===== config.mk =====
export PLATFORM = sky130hd
export DESIGN_NAME = vga_timing_gen_flat
export DESIGN_NICKNAME = d
export VERILOG_FILES = /design/src/rtl/vga_timing_pkg.sv /design/src/rtl/vga_timing_gen_if.sv /design/src/rtl/vga_timing_gen_pix_tick_div.sv /design/src/rtl/vga_timing_gen.sv /design/src/flat_wrapper.sv
export SDC_FILE = /design/constraint.sdc
export NUM_CORES = 1
export LEC_CHECK = 0
export BUFFER_PORTS_ARGS = -buffer_cell sky130_fd_sc_hd__buf_4
export CAP_MARGIN = 25
export CORE_UTILIZATION = 54
export CTS_CLUSTER_DIAMETER = 60
export CTS_CLUSTER_SIZE = 8
export DETAILED_ROUTE_END_ITERATION = 8
export PLACE_DENSITY = 0.84
export SYNTH_ARGS = -nofsm -noshare
export SYNTH_HDL_FRONTEND = slang
export SYNTH_SLANG_ARGS = --single-unit
export TNS_END_PERCENT = 50

===== constraint.sdc =====
create_clock -name clk -period 5.2 [get_ports clk]
set_clock_uncertainty 0.05 [all_clocks]
set_input_delay 0.78 -clock clk [delete_from_list [all_inputs] [get_ports clk]]
set_output_delay 0.78 -clock clk [all_outputs]
set_load 0.01 [all_outputs]

===== src/rtl/vga_timing_pkg.sv =====
// Shared timing defaults, coordinate widths and colour type for the VGA raster generator.
// Test-pattern colour bars are compiled in with VGA_TIMING_TEST_PATTERN_EN.
package vga_timing_pkg;

   localparam int H_VISIBLE_DEF = 800;
   localparam int H_FRONT_DEF   = 56;
   localparam int H_SYNC_DEF    = 120;
   localparam int H_BACK_DEF    = 64;
   localparam int V_VISIBLE_DEF = 600;
   localparam int V_FRONT_DEF   = 37;
   localparam int V_SYNC_DEF    = 6;
   localparam int V_BACK_DEF    = 23;

   localparam int H_TOT_DEF = H_VISIBLE_DEF + H_FRONT_DEF + H_SYNC_DEF + H_BACK_DEF;
   localparam int V_TOT_DEF = V_VISIBLE_DEF + V_FRONT_DEF + V_SYNC_DEF + V_BACK_DEF;

   localparam int H_COORD_W = 11;
   localparam int V_COORD_W = 10;

   typedef struct packed {
      logic [3:0] r;
      logic [3:0] g;
      logic [3:0] b;
   } rgb12_t;

   // Eight vertical bars: each bit of the bar index drives one whole channel.
   function automatic rgb12_t bar_colour(input logic [2:0] idx);
      rgb12_t c;
      c.r = {4{idx[2]}};
      c.g = {4{idx[1]}};
      c.b = {4{idx[0]}};
      return c;
   endfunction

endpackage


===== src/rtl/vga_timing_gen_if.sv =====
// Coordinate/colour exchange between the raster generator (master) and the console colour logic (slave).
interface vga_timing_gen_if;
   import vga_timing_pkg::*;

   logic [H_COORD_W-1:0] monitor_h_coord;
   logic [V_COORD_W-1:0] monitor_v_coord;
   logic                 monitor_enable;
   logic [3:0]           monitor_r;
   logic [3:0]           monitor_g;
   logic [3:0]           monitor_b;

   modport master (
      output monitor_h_coord, monitor_v_coord, monitor_enable,
      input  monitor_r, monitor_g, monitor_b
   );

   modport slave (
      input  monitor_h_coord, monitor_v_coord, monitor_enable,
      output monitor_r, monitor_g, monitor_b
   );
endinterface


===== src/rtl/vga_timing_gen_pix_tick_div.sv =====
// Pixel-tick divider: one-cycle pix_en_o every CLK_DIV clk cycles, held low while in reset.
module pix_tick_div #(
   parameter int CLK_DIV = 2
) (
   input  logic clk,
   input  logic rst,
   output logic pix_en_o
);
   localparam int DIV_W = (CLK_DIV > 1) ? $clog2(CLK_DIV) : 1;
   localparam logic [DIV_W-1:0] DIV_MAX = DIV_W'(CLK_DIV - 1);

   logic [DIV_W-1:0] div_q;
   logic [DIV_W-1:0] div_d;

   // Next divider value, wrapping at CLK_DIV-1.
   always_comb begin
      if (div_q == DIV_MAX) begin
         div_d = '0;
      end else begin
         div_d = div_q + DIV_W'(1);
      end
   end

   // Divider register.
   always_ff @(posedge clk) begin
      if (rst) begin
         div_q <= '0;
      end else begin
         div_q <= div_d;
      end
   end

   assign pix_en_o = (div_q == DIV_MAX) && !rst;

endmodule


===== src/rtl/vga_timing_gen.sv =====
// Raster counters, sync decode and registered VGA output stage.
// Optional VGA_TIMING_TEST_PATTERN_EN adds i_test_pattern and colour-bar substitution.
module vga_timing_gen
   import vga_timing_pkg::*;
#(
   parameter int   H_VISIBLE = H_VISIBLE_DEF,
   parameter int   H_FRONT   = H_FRONT_DEF,
   parameter int   H_SYNC    = H_SYNC_DEF,
   parameter int   H_BACK    = H_BACK_DEF,
   parameter int   V_VISIBLE = V_VISIBLE_DEF,
   parameter int   V_FRONT   = V_FRONT_DEF,
   parameter int   V_SYNC    = V_SYNC_DEF,
   parameter int   V_BACK    = V_BACK_DEF,
   parameter logic HS_POL    = 1'b1,
   parameter logic VS_POL    = 1'b1,
   parameter int   CLK_DIV   = 2
) (
   input  logic                    clk,
   input  logic                    rst,
`ifdef VGA_TIMING_TEST_PATTERN_EN
   input  logic                    i_test_pattern,
`endif
   vga_timing_gen_if.master        mon,
   output logic [3:0]              vga_r,
   output logic [3:0]              vga_g,
   output logic [3:0]              vga_b,
   output logic                    vga_hs,
   output logic                    vga_vs,
   output logic                    o_pix_en,
   output logic                    o_frame_start,
   output logic                    o_line_start
);
   localparam int H_TOT = H_VISIBLE + H_FRONT + H_SYNC + H_BACK;
   localparam int V_TOT = V_VISIBLE + V_FRONT + V_SYNC + V_BACK;

   localparam logic [H_COORD_W-1:0] H_LAST     = H_COORD_W'(H_TOT - 1);
   localparam logic [H_COORD_W-1:0] H_VIS_C    = H_COORD_W'(H_VISIBLE);
   localparam logic [H_COORD_W-1:0] HS_START_C = H_COORD_W'(H_VISIBLE + H_FRONT);
   localparam logic [H_COORD_W-1:0] HS_END_C   = H_COORD_W'(H_VISIBLE + H_FRONT + H_SYNC);
   localparam logic [V_COORD_W-1:0] V_LAST     = V_COORD_W'(V_TOT - 1);
   localparam logic [V_COORD_W-1:0] V_VIS_C    = V_COORD_W'(V_VISIBLE);
   localparam logic [V_COORD_W-1:0] VS_START_C = V_COORD_W'(V_VISIBLE + V_FRONT);
   localparam logic [V_COORD_W-1:0] VS_END_C   = V_COORD_W'(V_VISIBLE + V_FRONT + V_SYNC);

   logic                 pix_en;
   logic [H_COORD_W-1:0] h_q, h_d;
   logic [V_COORD_W-1:0] v_q, v_d;
   logic                 en_q, en_d;
   logic                 hs_q, hs_d;
   logic                 vs_q, vs_d;
   rgb12_t               rgb_q, rgb_d;
   rgb12_t               mon_rgb;
   rgb12_t               src_rgb;
   logic                 h_last;
   logic                 v_last;

   pix_tick_div #(.CLK_DIV(CLK_DIV)) u_div (
      .clk      (clk),
      .rst      (rst),
      .pix_en_o (pix_en)
   );

   assign h_last = (h_q == H_LAST);
   assign v_last = (v_q == V_LAST);

   // Next raster position and sync/colour for the coordinate currently presented.
   always_comb begin
      if (h_last) begin
         h_d = '0;
         v_d = v_last ? '0 : v_q + V_COORD_W'(1);
      end else begin
         h_d = h_q + H_COORD_W'(1);
         v_d = v_q;
      end
      en_d = (h_d < H_VIS_C) && (v_d < V_VIS_C);
      hs_d = ((h_q >= HS_START_C) && (h_q < HS_END_C)) ? HS_POL : ~HS_POL;
      vs_d = ((v_q >= VS_START_C) && (v_q < VS_END_C)) ? VS_POL : ~VS_POL;

      mon_rgb.r = mon.monitor_r;
      mon_rgb.g = mon.monitor_g;
      mon_rgb.b = mon.monitor_b;
`ifdef VGA_TIMING_TEST_PATTERN_EN
      src_rgb = i_test_pattern ? bar_colour(h_q[9:7]) : mon_rgb;
`else
      src_rgb = mon_rgb;
`endif
      rgb_d = en_q ? src_rgb : '0;
   end

   // Coordinates and output stage advance together on every pixel tick.
   always_ff @(posedge clk) begin
      if (rst) begin
         h_q   <= '0;
         v_q   <= '0;
         en_q  <= 1'b1;
         hs_q  <= ~HS_POL;
         vs_q  <= ~VS_POL;
         rgb_q <= '0;
      end else if (pix_en) begin
         h_q   <= h_d;
         v_q   <= v_d;
         en_q  <= en_d;
         hs_q  <= hs_d;
         vs_q  <= vs_d;
         rgb_q <= rgb_d;
      end
   end

   assign mon.monitor_h_coord = h_q;
   assign mon.monitor_v_coord = v_q;
   assign mon.monitor_enable  = en_q;

   assign vga_r  = rgb_q.r;
   assign vga_g  = rgb_q.g;
   assign vga_b  = rgb_q.b;
   assign vga_hs = hs_q;
   assign vga_vs = vs_q;

   assign o_pix_en      = pix_en;
   assign o_line_start  = pix_en && h_last;
   assign o_frame_start = pix_en && h_last && v_last;

endmodule

===== src/flat_wrapper.sv =====
// flat-port wrapper written by rule: the top's interface ports become plain ports
module vga_timing_gen_flat import vga_timing_pkg::*;
#(
   parameter int   H_VISIBLE = H_VISIBLE_DEF,
   parameter int   H_FRONT   = H_FRONT_DEF,
   parameter int   H_SYNC    = H_SYNC_DEF,
   parameter int   H_BACK    = H_BACK_DEF,
   parameter int   V_VISIBLE = V_VISIBLE_DEF,
   parameter int   V_FRONT   = V_FRONT_DEF,
   parameter int   V_SYNC    = V_SYNC_DEF,
   parameter int   V_BACK    = V_BACK_DEF,
   parameter logic HS_POL    = 1'b1,
   parameter logic VS_POL    = 1'b1,
   parameter int   CLK_DIV   = 2
)
  (clk, rst, vga_r, vga_g, vga_b, vga_hs, vga_vs, o_pix_en, o_frame_start, o_line_start, mon_monitor_h_coord, mon_monitor_v_coord, mon_monitor_enable, mon_monitor_r, mon_monitor_g, mon_monitor_b);
  vga_timing_gen_if mon_i ();
  input  logic clk;
  input  logic rst;
  output logic [3:0] vga_r;
  output logic [3:0] vga_g;
  output logic [3:0] vga_b;
  output logic vga_hs;
  output logic vga_vs;
  output logic o_pix_en;
  output logic o_frame_start;
  output logic o_line_start;
  output wire logic [$bits(mon_i.monitor_h_coord)-1:0] mon_monitor_h_coord;
  output wire logic [$bits(mon_i.monitor_v_coord)-1:0] mon_monitor_v_coord;
  output wire logic [$bits(mon_i.monitor_enable)-1:0] mon_monitor_enable;
  input wire logic [$bits(mon_i.monitor_r)-1:0] mon_monitor_r;
  input wire logic [$bits(mon_i.monitor_g)-1:0] mon_monitor_g;
  input wire logic [$bits(mon_i.monitor_b)-1:0] mon_monitor_b;
  assign mon_monitor_h_coord = mon_i.monitor_h_coord;
  assign mon_monitor_v_coord = mon_i.monitor_v_coord;
  assign mon_monitor_enable = mon_i.monitor_enable;
  assign mon_i.monitor_r = mon_monitor_r;
  assign mon_i.monitor_g = mon_monitor_g;
  assign mon_i.monitor_b = mon_monitor_b;
  vga_timing_gen #(.H_VISIBLE(H_VISIBLE), .H_FRONT(H_FRONT), .H_SYNC(H_SYNC), .H_BACK(H_BACK), .V_VISIBLE(V_VISIBLE), .V_FRONT(V_FRONT), .V_SYNC(V_SYNC), .V_BACK(V_BACK), .HS_POL(HS_POL), .VS_POL(VS_POL), .CLK_DIV(CLK_DIV)) u_core (.clk(clk), .rst(rst), .mon(mon_i), .vga_r(vga_r), .vga_g(vga_g), .vga_b(vga_b), .vga_hs(vga_hs), .vga_vs(vga_vs), .o_pix_en(o_pix_en), .o_frame_start(o_frame_start), .o_line_start(o_line_start));
endmodule

# After elaboration in Yosys (flattened, before gate mapping)

Cells that the tools add are included.

Bits in registers: 37
Latch bits: 0
Bits in writable memories: 0
Memory bits (read-only): 0
Input bits: 14
Output and inout bits: 39
Word-level logic and storage cells: 34
Memories: 0

$add $sub $neg: 3
Multipliers: 0
Div/mod/pow operators: 0
Magnitude comparators: 6
Eq/ne operators: 2
Shift-type cells: 0
Muxes and demuxes: 6
Bitwise gates (word level): 0
Reductions and logical operators: 8

Operators with widths:

| operator                | count |
|---|---|
| $lt A11 B10 Y1 const B  | 2 |
| $lt A10 B10 Y1 const B  | 2 |
| $mux W10                | 2 |
| $mux W12                | 1 |
| $add A11 B1 Y11 const B | 1 |
| $eq A11 B11 Y1 const B  | 1 |
| $ge A11 B10 Y1 const B  | 1 |
| $mux W11                | 1 |
| $add A10 B1 Y10 const B | 1 |
| $eq A10 B10 Y1 const B  | 1 |
| $ge A10 B10 Y1 const B  | 1 |
| $logic_and A1 B1 Y1     | 6 |
| $mux W1                 | 2 |
| $reduce_or A2 Y1        | 1 |
| $add A1 B1 Y1 const B   | 1 |
| $logic_not A1 Y1        | 1 |

# Longest topological paths before layout

Word-level depth: 5
Gate-level depth with buffers: 8
Mapped depth without buffers: 7

# Modules after synthesis

Synthesis repeated with hierarchy kept, for this count alone.

Cell total of the unflattened synthesis: 247
Area, all modules: 2,030.7 um^2

By module, submodules not included:

| module         | instances | cells each | area an instance (um^2) | seq. area each (um^2) |
|---|---|---|---|---|
| vga_timing_gen | 1         | 244        | 1,993.2                 | 720.7 |
| pix_tick_div   | 1         | 3          | 37.5                    | 20.0 |

# Least setup slack after synthesis

OpenSTA, ideal clock, no wires.

Kind: register to output
Start: register u_core.h_q[0], in the netlist u_core.mon.monitor_h_coord[0]
End: output o_frame_start
Arrival: 1.375 ns
Data required time: 4.370 ns
Path slack: 2.995 ns
Stages on the path, launching flop included: 5
Path buffers: 0
Cells stage by stage: dfxtp_1 > ha_1 > and3_1 > nand3_4 > nor3_1

Word-level cells in the longest chain between the ends: 3

Ends and longest elaborated chain:

| item                              | line                  | text |
|---|---|---|
| start, declared                   | vga_timing_gen.sv:46  | `logic [H_COORD_W-1:0] h_q, h_d;` |
| start signal, assigned            | vga_timing_gen.sv:93  | `h_q <= '0;` |
| start signal, assigned            | vga_timing_gen.sv:100 | `h_q <= h_d;` |
| $eq A11 B11 Y1                    | vga_timing_gen.sv:63  | `assign h_last = (h_q == H_LAST);` |
| $logic_and A1 B1 Y1 (2 in series) | vga_timing_gen.sv:121 | `assign o_frame_start = pix_en && h_last && v_last;` |
| end, declared                     | flat_wrapper.sv:26    | `output logic o_frame_start;` |

Every way passes these cells.

# Worst setup path in the final report

Ends and elaborated chain as after synthesis.

==> metrics.txt <==
# TYPE chip_impl_metric gauge
chip_impl_info{name="run_status",value="complete, no violations"} 1
chip_impl_metric{name="cts_setup_buffers",unit=""} 0
chip_impl_metric{name="ant_nets",unit=""} 0
chip_impl_metric{name="synth_fa_ha_area_share",unit="%"} 3.04
chip_impl_metric{name="synth-compound-area-share",unit="%"} 18.9
chip_impl_metric{name="final_core_util",unit="%"} 68.1
chip_impl_metric{name="cts_max_path_buffers",unit=""} 2
chip_impl_metric{name="first_pass_iters",unit=""} 4
chip_impl_metric{name="cap_violations",unit=""} 0
chip_impl_metric{name="power_leakage",unit="nW"} 0.980
chip_impl_metric{name="clock_sinks",unit=""} 37
chip_impl_metric{name="dieHeight",unit="um"} 63.7
chip_impl_metric{name="yosys-mux-area-fraction",unit="%"} 0
chip_impl_metric{name="syn_nets",unit=""} 282
chip_impl_metric{name="worst_vdd_rail_ir_drop",unit="uV"} 115
chip_impl_info{name="crit_path_cell_trace",value="ha_1 -> and3_1 -> nand3_4 -> nor3_1 -> buf_4"} 1
chip_impl_metric{name="largest_net_degree_at_the_start_of_global_routing",unit=""} 39
chip_impl_metric{name="total_die_area",unit="um2"} 4060
chip_impl_metric{name="cts_inserted_buffers",unit=""} 5
chip_impl_metric{name="synth_enable_flop_cells",unit=""} 0
chip_impl_metric{name="portbufs",unit=""} 52
chip_impl_info{name="dominantRegCellSynth",value="dfxtp_1"} 1
chip_impl_metric{name="timing_max_transition_violations_final",unit=""} 0
chip_impl_metric{name="synth-simple-area-share",unit="%"} 31.7
chip_impl_metric{name="timing.critical_path.buf_inv",unit=""} 1
chip_impl_metric{name="worstPathMaxFanout",unit=""} 9
chip_impl_metric{name="syn-mean-instance-area",unit="um2"} 7.83
chip_impl_metric{name="top_level_ports",unit=""} 53
chip_impl_metric{name="via_count_of_the_first_global_routing_pass",unit=""} 1842
chip_impl_metric{name="max_freq",unit="MHz"} 370
chip_impl_metric{name="detailed_place_hpwl",unit="mm"} 3.40
chip_impl_metric{name="hold_violations",unit=""} 0
chip_impl_metric{name="finish.net_count",unit=""} 323
chip_impl_info{name="critPathTopFamily",value="simple AND/OR/NAND/NOR gates"} 1
chip_impl_metric{name="die_width",unit="um"} 63.7
chip_impl_metric{name="period_needed",unit="ns"} 2.70
chip_impl_metric{name="detailedPlace.worstSlack",unit="ns"} 2.62
chip_impl_info{name="synthDominantAreaCellType",value="dfxtp_1"} 1
chip_impl_info{name="critical-path-slowest-cell",value="dfxtp_1"} 1
chip_impl_metric{name="drt-initial-drc-count",unit=""} 174
chip_impl_metric{name="worst_hold_slack",unit="ns"} 0.404
chip_impl_metric{name="route.vias.total",unit=""} 2077
chip_impl_metric{name="timing.critical_path.slowest_cell_delay",unit="ns"} 0.44
chip_impl_metric{name="synthesis.yosys.warnings",unit=""} 0
chip_impl_info{name="launching_element_type_of_the_critical_path",value="register"} 1
chip_impl_info{name="tritoncts",value="built"} 1
chip_impl_metric{name="timing.final.crit_share",unit="%"} 52.0
chip_impl_metric{name="n_antenna_cell",unit=""} 0
chip_impl_metric{name="synth_sequential_area_ratio",unit="%"} 36.0
chip_impl_metric{name="global_route_wire_length_before_repair",unit="mm"} 8.57
chip_impl_metric{name="synth_largest_type_area_fraction",unit="%"} 36.0
chip_impl_info{name="hold_path.class",value="register to register"} 1
chip_impl_metric{name="setup_total_negative_slack",unit="ns"} 0
chip_impl_metric{name="std_cell_rows",unit=""} 22
chip_impl_metric{name="initial_utilization",unit="%"} 56.2
chip_impl_metric{name="avgViaCountPerCell",unit=""} 5.88
chip_impl_info{name="critPathKind",value="register to primary output"} 1
chip_impl_metric{name="floorplan_core_area",unit="um2"} 3660
chip_impl_metric{name="drc",unit=""} 0
chip_impl_metric{name="clk_pin_slew_worst_paths",unit="ns"} 0.07
chip_impl_metric{name="clock_latency",unit="ns"} 0.29
chip_impl_metric{name="final-setup-viol-count",unit=""} 0
chip_impl_metric{name="power_density",unit="nW/um2"} 214
chip_impl_metric{name="postSynthCellCount",unit=""} 263
chip_impl_metric{name="antenna_found_initial",unit=""} 0
chip_impl_metric{name="synth-async-reset-ratio",unit="%"} 0
chip_impl_metric{name="yosysUniqueCellTypes",unit=""} 51
chip_impl_metric{name="grt-ovfl-total",unit=""} 0
chip_impl_metric{name="syn_area",unit="um2"} 2060
chip_impl_metric{name="hold_buf_cts",unit=""} 0
chip_impl_metric{name="worst_slack",unit="ns"} 2.50
chip_impl_info{name="main_combinational_cell_family_by_area_after_synthesis",value="simple AND/OR/NAND/NOR gates"} 1
chip_impl_info{name="grt_setup_unrepaired",value="no"} 1
chip_impl_metric{name="finalWirelength",unit="mm"} 5.06
chip_impl_metric{name="cp.required",unit="ns"} 4.37
chip_impl_metric{name="timing.critical_path.arrival",unit="ns"} 1.87
chip_impl_metric{name="ys_seq_elements",unit=""} 37
chip_impl_metric{name="routabilityCongestion",unit=""} 0.930
chip_impl_metric{name="timing.reg2reg.setup_slack",unit="ns"} 3.02
chip_impl_metric{name="ctsResizeCount",unit=""} 0
chip_impl_metric{name="htree_levels",unit=""} 2
chip_impl_metric{name="grtUsageTotal",unit="%"} 26.6
chip_impl_metric{name="area_growth_syn_to_layout",unit="%"} 21.2
chip_impl_metric{name="tightestPinTransition",unit="ns"} 0.513
chip_impl_metric{name="mean_routed_wirelength_per_cell",unit="um"} 14.3
chip_impl_metric{name="slew_headroom",unit="%"} 65.6
chip_impl_metric{name="share_of_final_layout_standard_cells_stronger_than_drive_strength_1",unit="%"} 22.3
chip_impl_metric{name="synth_xor_xnor_area_share",unit="%"} 3.83
chip_impl_info{name="synthTopCellsByArea",value="dfxtp_1 36%, a21oi_1 7.3%, nand2_1 6.4%"} 1
chip_impl_info{name="cts_root_buffer",value="clkbuf_8"} 1
chip_impl_info{name="critPathCaptureType",value="primary output"} 1
[final cells by class]
cell class	count	area [um2]
Tap cell	48	60.1
Sequential cell	37	741
Fill cell	332	1170
Inverter	8	30.0
Timing Repair Buffer	53	398
Clock buffer	6	72.6
Clock inverter	2	10.0
Multi-Input combinational cell	199	1180
[layer usage]
| metal | global-route usage [%] | up-vias | wire length, um |
|---|---|---|---|
| met5 | 0 | - | 0 |
| met4 | 8.52 | 0 | 84 |
| met3 | 6.61 | 9 | 335 |
| met2 | 42.6 | 82 | 2300 |
| met1 | 34.8 | 969 | 2340 |
| li1 | - | 1017 | - |
[final timing paths]
path	start	end	cells after the start
setup reg to reg	u_core.mon.monitor_v_coord[7]	u_core.mon.monitor_enable	6
setup / recovery	u_core.mon.monitor_h_coord[0]	o_frame_start	5
hold / removal	u_core.vga_b[3]	u_core.vga_b[3]	2
hold reg to reg	u_core.vga_b[3]	u_core.vga_b[3]	2
[through the flow]
step	cells	instance area [um2]	total power [mW]
after floorplan	263	2060	0.324
after global placement	345	2410	0.346
after detailed placement	345	2410	0.347
after CTS	353	2490	0.539
after global routing	353	2490	0.559
final	353	2490	0.534
[state kept, by name, summed over array words and instances, names as in the netlist]
| signal | flops |
|---|---|
| u_core.vga_vs | 1 |
| u_core.vga_hs | 1 |
| u_core.vga_b | 4 |
| u_core.mon.monitor_h_coord | 11 |
| u_core.vga_r | 4 |
| u_core.u_div.div_q | 1 |
| u_core.vga_g | 4 |
| u_core.mon.monitor_v_coord | 10 |
| u_core.mon.monitor_enable | 1 |
[Yosys cell counts (3+ instances only)]
| library cell | number |
|---|---|
| nor3_1 | 5 |
| nand4_1 | 6 |
| buf_2 | 3 |
| dfxtp_1 | 37 |
| buf_4 | 4 |
| a21oi_1 | 30 |
| a311oi_1 | 3 |
| nor3b_1 | 3 |
| a211oi_1 | 3 |
| nor2_1 | 28 |
| nand3_1 | 22 |
| and3_1 | 4 |
| ha_1 | 5 |
| xor2_1 | 8 |
| clkbuf_1 | 10 |
| inv_1 | 7 |
| a31oi_1 | 3 |
| nand2_1 | 35 |
| o21ai_0 | 11 |
[where the power goes]
part           internal (mW)  leakage [nW]  total [mW]  switching (mW)
Sequential             0.290         0.300       0.295         0.00451
Clock                 0.0928        0.0450       0.194           0.101
Combinational         0.0206         0.635      0.0457          0.0251
Total                  0.404         0.980       0.534           0.131
[cells by family (layout without fill, tap and decap cells)]
group                      after synthesis  in the layout
adders and majority gates                5              5
xor gates and xnor gates                 9              9
DFF                                     37             37
and+or+nand+nor                        123            123
buffers and inverters                   27             69
AOI/OAI and AO/OA                       62             62
[placed cells by master, fill, tap and decap left out, types with 2 or more instances in the layout]
cell       n
nand3b_1   2
nor3b_1    3
a311oi_1   3
ha_1       5
a31oi_1    3
buf_4     53
clkinv_2   2
inv_1      7
a21o_1     2
o21ai_0   11
a211oi_1   3
xor2_1     8
a21oi_1   30
nor3_1     5
dfxtp_1   37
and3_1     4
nand3_1   22
clkbuf_8   5
o22ai_1    2
nand2_1   35
nor2_1    28
nand4_1    6
[tightest hold or removal path, delay by kind of cell, from the launching register on]
kind	cells	cell delay, ns
AOI/OAI and AO/OA	1	0.05
and+or+nand+nor	1	0.05
DFF	1	0.31
Note: power is estimated with default switching activity, not from simulation.
